$ cat src/rtl/fizzbuzz_text_ctrl_if.sv
// Pixel-side bundle between the video timing, the character generator and fizzbuzz_text_ctrl.
// FIZZBUZZ_KIND_TAG_EN adds the per-character kind tag.
interface fizzbuzz_text_ctrl_if;
    logic       frame_start;
    logic       active;
    logic [9:0] x;
    logic [9:0] y;
    logic [3:0] char_code;
    logic [2:0] rownum;
    logic [7:0] glyph;
    logic       pix_on;
    logic       active_out;
`ifdef FIZZBUZZ_KIND_TAG_EN
    logic [1:0] kind;

    modport master (
        output frame_start, active, x, y, glyph,
        input  char_code, rownum, pix_on, active_out, kind
    );

    modport slave (
        input  frame_start, active, x, y, glyph,
        output char_code, rownum, pix_on, active_out, kind
    );
`else
    modport master (
        output frame_start, active, x, y, glyph,
        input  char_code, rownum, pix_on, active_out
    );

    modport slave (
        input  frame_start, active, x, y, glyph,
        output char_code, rownum, pix_on, active_out
    );
`endif
endinterface

$ cat src/rtl/fizzbuzz_text_ctrl.sv
// FizzBuzz text overlay: one entry per 8-line text row, 8-slot field, two-stage pixel pipeline.
// Optional macro FIZZBUZZ_KIND_TAG_EN adds a pipelined kind output.
module fizzbuzz_text_ctrl #(
    parameter int MAX_NUM   = 100,
    parameter int FIELD_COL = 0,
    parameter int H_LAST    = 639
) (
    input  logic                 clk,
    input  logic                 rst_n,
    fizzbuzz_text_ctrl_if.slave  bus
);

    localparam logic [3:0]  CH_B     = 4'd10;
    localparam logic [3:0]  CH_F     = 4'd11;
    localparam logic [3:0]  CH_I     = 4'd12;
    localparam logic [3:0]  CH_U     = 4'd13;
    localparam logic [3:0]  CH_Z     = 4'd14;
    localparam logic [3:0]  CH_BLANK = 4'd15;
    localparam logic [9:0]  H_LAST_X = 10'(H_LAST);
    localparam logic [6:0]  FC       = 7'(FIELD_COL);
    localparam logic [6:0]  FC_END   = 7'(FIELD_COL + 8);
    localparam logic [2:0]  FC_LO    = 3'(FIELD_COL);
    localparam logic [11:0] MAX_BCD  = {4'(MAX_NUM / 100), 4'((MAX_NUM / 10) % 10), 4'(MAX_NUM % 10)};

    typedef enum logic {IDLE, SCAN} state_t;

    state_t          state_reg;
    logic [2:0][3:0] bcd_reg;
    logic [2:0][3:0] bcd_next;
    logic [2:0]      carry;
    logic [1:0]      mod3_reg;
    logic [2:0]      mod5_reg;
    logic            over_reg;

    logic [3:0]      char_code_reg;
    logic [2:0]      rownum_reg;
    logic [2:0]      col_reg;
    logic            act1_reg;
    logic            pix_on_reg;
    logic            active_out_reg;

    logic [6:0]      x_col;
    logic            in_field;
    logic [2:0]      slot;
    logic            fizz;
    logic            buzz;
    logic            advance;
    logic            at_max;
    logic [3:0]      fizz_ch;
    logic [3:0]      buzz_ch;
    logic [3:0]      char_next;

    // BCD ripple increment: a digit steps when every lower digit is 9
    assign carry[0] = 1'b1;
    generate
        for (genvar gi = 0; gi < 3; gi++) begin : g_bcd
            if (gi < 2) begin : g_carry
                assign carry[gi+1] = carry[gi] & (bcd_reg[gi] == 4'd9);
            end
            assign bcd_next[gi] = !carry[gi]            ? bcd_reg[gi] :
                                  (bcd_reg[gi] == 4'd9) ? 4'd0        :
                                                          bcd_reg[gi] + 4'd1;
        end
    endgenerate

    assign x_col    = bus.x[9:3];
    assign in_field = (x_col >= FC) && (x_col < FC_END);
    assign slot     = x_col[2:0] - FC_LO;
    assign fizz     = (mod3_reg == 2'd0);
    assign buzz     = (mod5_reg == 3'd0);
    assign at_max   = (bcd_reg == MAX_BCD);
    assign advance  = (state_reg == SCAN) && bus.active && (bus.x == H_LAST_X) && (bus.y[2:0] == 3'd7);

    always_comb begin
        fizz_ch = CH_Z;
        buzz_ch = CH_Z;
        case (slot[1:0])
            2'd0: begin fizz_ch = CH_F; buzz_ch = CH_B; end
            2'd1: begin fizz_ch = CH_I; buzz_ch = CH_U; end
            default: ;
        endcase
    end

    always_comb begin
        char_next = CH_BLANK;
        if ((state_reg == SCAN) && bus.active && in_field && !over_reg) begin
            if (fizz && buzz) begin
                char_next = slot[2] ? buzz_ch : fizz_ch;
            end else if (fizz) begin
                if (!slot[2]) char_next = fizz_ch;
            end else if (buzz) begin
                if (!slot[2]) char_next = buzz_ch;
            end else begin
                // left-justify: skip the leading zero digits
                case (slot)
                    3'd0: char_next = (bcd_reg[2] != 4'd0) ? bcd_reg[2] :
                                      (bcd_reg[1] != 4'd0) ? bcd_reg[1] : bcd_reg[0];
                    3'd1: char_next = (bcd_reg[2] != 4'd0) ? bcd_reg[1] :
                                      (bcd_reg[1] != 4'd0) ? bcd_reg[0] : CH_BLANK;
                    3'd2: char_next = (bcd_reg[2] != 4'd0) ? bcd_reg[0] : CH_BLANK;
                    default: char_next = CH_BLANK;
                endcase
            end
        end
    end

`ifdef FIZZBUZZ_KIND_TAG_EN
    logic [1:0] kind_next;
    logic [1:0] kind1_reg;
    logic [1:0] kind_reg;

    always_comb begin
        kind_next = 2'd0;
        if (char_next != CH_BLANK) begin
            if (fizz && buzz) kind_next = 2'd3;
            else if (fizz)    kind_next = 2'd1;
            else if (buzz)    kind_next = 2'd2;
        end
    end

    always_ff @(posedge clk) begin
        if (!rst_n) begin
            kind1_reg <= 2'd0;
            kind_reg  <= 2'd0;
        end else begin
            kind1_reg <= kind_next;
            kind_reg  <= kind1_reg;
        end
    end

    assign bus.kind = kind_reg;
`endif

    always_ff @(posedge clk) begin
        if (!rst_n) begin
            state_reg      <= IDLE;
            bcd_reg        <= {4'd0, 4'd0, 4'd1};
            mod3_reg       <= 2'd1;
            mod5_reg       <= 3'd1;
            over_reg       <= 1'b0;
            char_code_reg  <= CH_BLANK;
            rownum_reg     <= 3'd0;
            col_reg        <= 3'd0;
            act1_reg       <= 1'b0;
            pix_on_reg     <= 1'b0;
            active_out_reg <= 1'b0;
        end else begin
            char_code_reg  <= char_next;
            rownum_reg     <= bus.y[2:0];
            col_reg        <= bus.x[2:0];
            act1_reg       <= bus.active;
            pix_on_reg     <= bus.glyph[3'd7 - col_reg] & act1_reg;
            active_out_reg <= act1_reg;

            if (bus.frame_start) begin
                state_reg <= SCAN;
                bcd_reg   <= {4'd0, 4'd0, 4'd1};
                mod3_reg  <= 2'd1;
                mod5_reg  <= 3'd1;
                over_reg  <= 1'b0;
            end else if (advance && !over_reg) begin
                // stepping past MAX_NUM only raises the flag, so the count never wraps
                if (at_max) begin
                    over_reg <= 1'b1;
                end else begin
                    bcd_reg  <= bcd_next;
                    mod3_reg <= (mod3_reg == 2'd2) ? 2'd0 : mod3_reg + 2'd1;
                    mod5_reg <= (mod5_reg == 3'd4) ? 3'd0 : mod5_reg + 3'd1;
                end
            end
        end
    end

    assign bus.char_code  = char_code_reg;
    assign bus.rownum     = rownum_reg;
    assign bus.pix_on     = pix_on_reg;
    assign bus.active_out = active_out_reg;

endmodule

$ cat src/flat_wrapper.sv
// flat-port wrapper written by rule: the top's interface ports become plain ports
module fizzbuzz_text_ctrl_flat 
#(
    parameter int MAX_NUM   = 100,
    parameter int FIELD_COL = 0,
    parameter int H_LAST    = 639
)
  (clk, rst_n, bus_frame_start, bus_active, bus_x, bus_y, bus_glyph, bus_char_code, bus_rownum, bus_pix_on, bus_active_out);
  fizzbuzz_text_ctrl_if bus_i ();
  input  logic clk;
  input  logic rst_n;
  input wire logic [$bits(bus_i.frame_start)-1:0] bus_frame_start;
  input wire logic [$bits(bus_i.active)-1:0] bus_active;
  input wire logic [$bits(bus_i.x)-1:0] bus_x;
  input wire logic [$bits(bus_i.y)-1:0] bus_y;
  input wire logic [$bits(bus_i.glyph)-1:0] bus_glyph;
  output wire logic [$bits(bus_i.char_code)-1:0] bus_char_code;
  output wire logic [$bits(bus_i.rownum)-1:0] bus_rownum;
  output wire logic [$bits(bus_i.pix_on)-1:0] bus_pix_on;
  output wire logic [$bits(bus_i.active_out)-1:0] bus_active_out;
  assign bus_i.frame_start = bus_frame_start;
  assign bus_i.active = bus_active;
  assign bus_i.x = bus_x;
  assign bus_i.y = bus_y;
  assign bus_i.glyph = bus_glyph;
  assign bus_char_code = bus_i.char_code;
  assign bus_rownum = bus_i.rownum;
  assign bus_pix_on = bus_i.pix_on;
  assign bus_active_out = bus_i.active_out;
  fizzbuzz_text_ctrl #(.MAX_NUM(MAX_NUM), .FIELD_COL(FIELD_COL), .H_LAST(H_LAST)) u_core (.clk(clk), .rst_n(rst_n), .bus(bus_i));
endmodule
$ cat config.mk
export PLATFORM = sky130hd
export DESIGN_NAME = fizzbuzz_text_ctrl_flat
export DESIGN_NICKNAME = d
export VERILOG_FILES = /design/src/rtl/fizzbuzz_text_ctrl_if.sv /design/src/rtl/fizzbuzz_text_ctrl.sv /design/src/flat_wrapper.sv
export SDC_FILE = /design/constraint.sdc
export NUM_CORES = 1
export LEC_CHECK = 0
export ABC_AREA = 1
export CAP_MARGIN = 10
export CORE_UTILIZATION = 55
export CTS_CLUSTER_DIAMETER = 100
export CTS_CLUSTER_SIZE = 8
export DETAILED_ROUTE_END_ITERATION = 6
export DONT_BUFFER_PORTS = 1
export GPL_TIMING_DRIVEN = 0
export PLACE_DENSITY = 0.73
export SYNTH_ARGS = -nofsm -noshare
export SYNTH_HDL_FRONTEND = slang
export SYNTH_SLANG_ARGS = --single-unit
$ cat constraint.sdc
create_clock -name clk -period 4.43 [get_ports clk]
set_clock_uncertainty 0.2 [all_clocks]
set_input_delay 0 -clock clk [delete_from_list [all_inputs] [get_ports clk]]
set_output_delay 0 -clock clk [all_outputs]
set_load 0.1 [all_outputs]
==> impl_metrics.prom <==
# TYPE chip_impl_metric gauge
chip_impl_info{name="layout_commonest_cell",value="sky130_fd_sc_hd__nand2_1"} 1
chip_impl_metric{name="fmax",unit="MHz"} 307.4
chip_impl_metric{name="io_buffer_count",unit=""} 0
chip_impl_metric{name="wl_met3",unit="um"} 427
chip_impl_info{name="worst_setup_path_start_kind",value="register"} 1
chip_impl_metric{name="global_route.overflow_total",unit=""} 0
chip_impl_metric{name="die_x",unit="um"} 62.09
chip_impl_info{name="cts_tree",value="built"} 1
chip_impl_metric{name="clk_path_buf_depth",unit=""} 2
chip_impl_metric{name="cts_setup_buffers",unit=""} 0
chip_impl_info{name="timing.critical_path.max_delay_family",value="buffers and inverters"} 1
chip_impl_metric{name="first_global_vias",unit=""} 1844
chip_impl_metric{name="start_util",unit=""} 0.5858
chip_impl_metric{name="final_layout_size_suffix_gt1_frac",unit=""} 0.1170
chip_impl_metric{name="detailroute.wirelength.met2",unit="mm"} 2.647
chip_impl_metric{name="insertedDiodeCount",unit=""} 0
chip_impl_metric{name="yosys_register_bits",unit=""} 32
chip_impl_metric{name="grt_start_max_net_pins",unit=""} 11
chip_impl_metric{name="vdd_ir_drop_max",unit="mV"} 0.1954
chip_impl_metric{name="synth.distinct_cells",unit=""} 34
chip_impl_metric{name="drt-pass1-iter-count",unit=""} 6
chip_impl_info{name="grt_setup_unrepaired",value="false"} 1
chip_impl_info{name="timing.critical_path.mode_cell",value="sky130_fd_sc_hd__dlygate4sd3_1"} 1
chip_impl_metric{name="dr.first_iter.drc_count",unit=""} 215
chip_impl_metric{name="groute.usage.overall",unit=""} 0.3001
chip_impl_metric{name="largest_reg_flops",unit=""} 12
chip_impl_metric{name="clkSlewWorstSetupHoldPaths",unit="ps"} 110
chip_impl_metric{name="synth_edf_count",unit=""} 0
chip_impl_metric{name="timing.final.setup_violations",unit=""} 0
chip_impl_info{name="timing.setup.critical_path_class",value="register to register"} 1
chip_impl_info{name="worstHoldPathType",value="register to register"} 1
chip_impl_info{name="cts-root-buf",value="sky130_fd_sc_hd__clkbuf_4"} 1
chip_impl_metric{name="routedWlPerCell",unit="um"} 13.46
chip_impl_metric{name="global_route_wire_length_before_repair",unit="mm"} 8.211
chip_impl_metric{name="power_leakage",unit="nW"} 1.137
chip_impl_metric{name="post_synth_instance_area",unit="mm2"} 0.001986
chip_impl_metric{name="drtAntennaViolNets",unit=""} 0
chip_impl_metric{name="postSynthAreaPerCell",unit="um2"} 6.385
chip_impl_info{name="status",value="completed"} 1
chip_impl_metric{name="finalInstanceArea",unit="mm2"} 0.002505
chip_impl_metric{name="fin_crit_share",unit=""} 0.7343
chip_impl_metric{name="core-area",unit="mm2"} 0.003390
chip_impl_info{name="routed.top_layer",value="met4"} 1
chip_impl_metric{name="crit_arrival",unit="ps"} 3310
chip_impl_metric{name="finalHoldViolations",unit=""} 0
chip_impl_info{name="mostFrequentLayoutCells",value="sky130_fd_sc_hd__nand2_1 (76), sky130_fd_sc_hd__inv_1 (43), sky130_fd_sc_hd__nor2_1 (42), sky130_fd_sc_hd__dlygate4sd3_1 (40), sky130_fd_sc_hd__dfxtp_1 (32)"} 1
chip_impl_metric{name="critical_path.max_fanout",unit=""} 4
chip_impl_metric{name="cts.htree.levels",unit=""} 2
chip_impl_metric{name="finalMaxSlewViolations",unit=""} 0
chip_impl_metric{name="asyncSetResetFlopFracSynth",unit=""} 0
chip_impl_metric{name="met1_length",unit="mm"} 2.299
chip_impl_metric{name="worst-endpoint-required",unit="ps"} 4490
chip_impl_metric{name="cts_num_sinks",unit=""} 32
chip_impl_metric{name="dpl.hpwl",unit="mm"} 3.422
chip_impl_metric{name="sum_of_buffers_and_inverters_on_the_critical_path",unit=""} 5
chip_impl_metric{name="n_fill_cell",unit=""} 255
chip_impl_metric{name="min_period",unit="ps"} 3253
chip_impl_metric{name="die_y",unit="um"} 62.09
chip_impl_metric{name="core.rowCount",unit=""} 21
chip_impl_metric{name="power_density_normalized_to_cell_area",unit="mW/mm2"} 225.2
chip_impl_info{name="crit_chain",value="inv_1, ha_1, inv_1, nor2_1, nand3_1, dlygate4sd3_1, a21oi_1, dlygate4sd3_1, nand2_1, dlygate4sd3_1"} 1
chip_impl_metric{name="avgViaCountPerCell",unit=""} 5.358
chip_impl_metric{name="synthesis.nets",unit=""} 345
chip_impl_metric{name="area.growth.synth_to_final",unit="%"} 26.15
chip_impl_metric{name="cts_made_buffers",unit=""} 5
chip_impl_metric{name="route.detailed.drc",unit=""} 0
chip_impl_info{name="timing.critical_path.slowest_stage_cell",value="sky130_fd_sc_hd__dlygate4sd3_1"} 1
chip_impl_metric{name="dr_total_vias",unit=""} 2170
chip_impl_metric{name="post_dp_cell_area",unit="mm2"} 0.002043
chip_impl_metric{name="worstMarginPinSlew",unit="ps"} 949.2
chip_impl_info{name="setup.worst_path.end_class",value="register"} 1
chip_impl_metric{name="antenna_violations_before_repair",unit=""} 0
chip_impl_metric{name="gpl.final_weighted_congestion",unit=""} 0.8759
chip_impl_metric{name="ioPinCount",unit=""} 41
chip_impl_metric{name="final_net_count",unit=""} 392
chip_impl_metric{name="ys.warnings.count",unit=""} 0
chip_impl_info{name="dominantRegCellSynth",value="sky130_fd_sc_hd__dfxtp_1"} 1
chip_impl_metric{name="sequential_share_of_the_synthesized_area",unit=""} 0.3226
chip_impl_metric{name="detail_route.wirelength",unit="mm"} 5.453
chip_impl_metric{name="crit_path_max_incr_delay",unit="ps"} 590
chip_impl_metric{name="syn-instance-count",unit=""} 311
chip_impl_metric{name="clk-insertion-delay-late",unit="ps"} 360
chip_impl_metric{name="timing.setup.tns",unit="ps"} 0
chip_impl_metric{name="cap_violations",unit=""} 0
chip_impl_metric{name="worst_slew_slack_as_a_fraction_of_its_limit",unit=""} 0.3663
chip_impl_metric{name="dieArea",unit="mm2"} 0.003855
==> routing by layer <==
| layer | up-vias | GRT usage |
|---|---|---|
| met5 | - | 0 |
| met4 | 0 | 0.1175 |
| met3 | 11 | 0.04762 |
| met2 | 95 | 0.5061 |
| met1 | 980 | 0.3823 |
| li1 | 1084 | - |
==> area by class of cell <==
type / instances / area (um2) / share of cell area
clock inverter: 2 / 10.01 / 0.003996
inverter: 51 / 191.4 / 0.07642
multi-input combinational: 224 / 1129 / 0.4505
buffer: 4 / 25.02 / 0.009990
sequential: 32 / 640.6 / 0.2557
tap: 46 / 57.56 / 0.02298
clock buffer: 6 / 51.30 / 0.02048
timing repair buffer: 40 / 400.4 / 0.1598
==> power by group <==
part / internal [mW] / switching [mW] / total [mW]
clock network: 0.0755 / 0.115 / 0.190
logic: 0.0304 / 0.0324 / 0.0628
registers: 0.292 / 0.0188 / 0.311
total: 0.398 / 0.166 / 0.564
==> worst min-delay path: cells and delay by family (launching register included) <==
kind / cells / cell delay [ps]
buffers and inverters: 1 / 50
and+or+nand+nor: 1 / 70
DFF: 1 / 310
==> cells in the mapped netlist (4+ instances only) <==
library cell	instances	area share
sky130_fd_sc_hd__nand2_1	76	0.14
sky130_fd_sc_hd__inv_1	43	0.081
sky130_fd_sc_hd__nor2_1	42	0.079
sky130_fd_sc_hd__dfxtp_1	32	0.32
sky130_fd_sc_hd__a21oi_1	17	0.043
sky130_fd_sc_hd__nand3_1	17	0.043
sky130_fd_sc_hd__o21ai_0	15	0.038
sky130_fd_sc_hd__nand4_1	10	0.032
sky130_fd_sc_hd__nor2_2	9	0.028
sky130_fd_sc_hd__inv_2	6	0.011
sky130_fd_sc_hd__nor2_4	4	0.023
sky130_fd_sc_hd__nor3_1	4	0.010
==> per-stage QoR <==
stage          instances  power [mW]  utilization  hold slack [ps]  setup WS, ps
2_1_floorplan        311      0.3448            -           -106.5          2897
3_3_place_gp         357      0.3511       0.6028           -103.1          2668
3_5_place_dp         357      0.3517       0.6028           -101.3          2690
4_1_cts              405      0.5583       0.7390            261.9          1277
5_1_grt              405      0.5798       0.7390            275.3          1059
6_report             405      0.5641       0.7390            259.6          1177
==> kinds of logic (layout without fill, tap and decap cells) <==
group / Yosys count / count (layout) / share of synthesized area
simple gates: 173 / 173 / 0.4121
xor+xnor: 1 / 1 / 0.004412
fa+ha+maj: 2 / 2 / 0.01260
compound gates: 48 / 48 / 0.1393
buf+inv: 55 / 103 / 0.1090
flops: 32 / 32 / 0.3226
==> path summary, 6_finish.rpt <==
check                           from                      end  slack [ps]  cells after the start
setup reg to reg  u_core.mod5_reg[0]  u_core.bus.char_code[0]        1180                     10
setup / recovery  u_core.mod5_reg[0]  u_core.bus.char_code[0]        1180                     10
hold / removal       u_core.act1_reg    u_core.bus.active_out         260                      2
hold reg to reg      u_core.act1_reg    u_core.bus.active_out         260                      2
==> what timing repair did <==
| item | in CTS | in global routing |
|---|---|---|
| resized for setup | 0 | 0 |
| hold endpoints to repair | 32 | 0 |
| hold buffers | 40 | 0 |
Note: power is estimated with default switching activity, not from simulation.
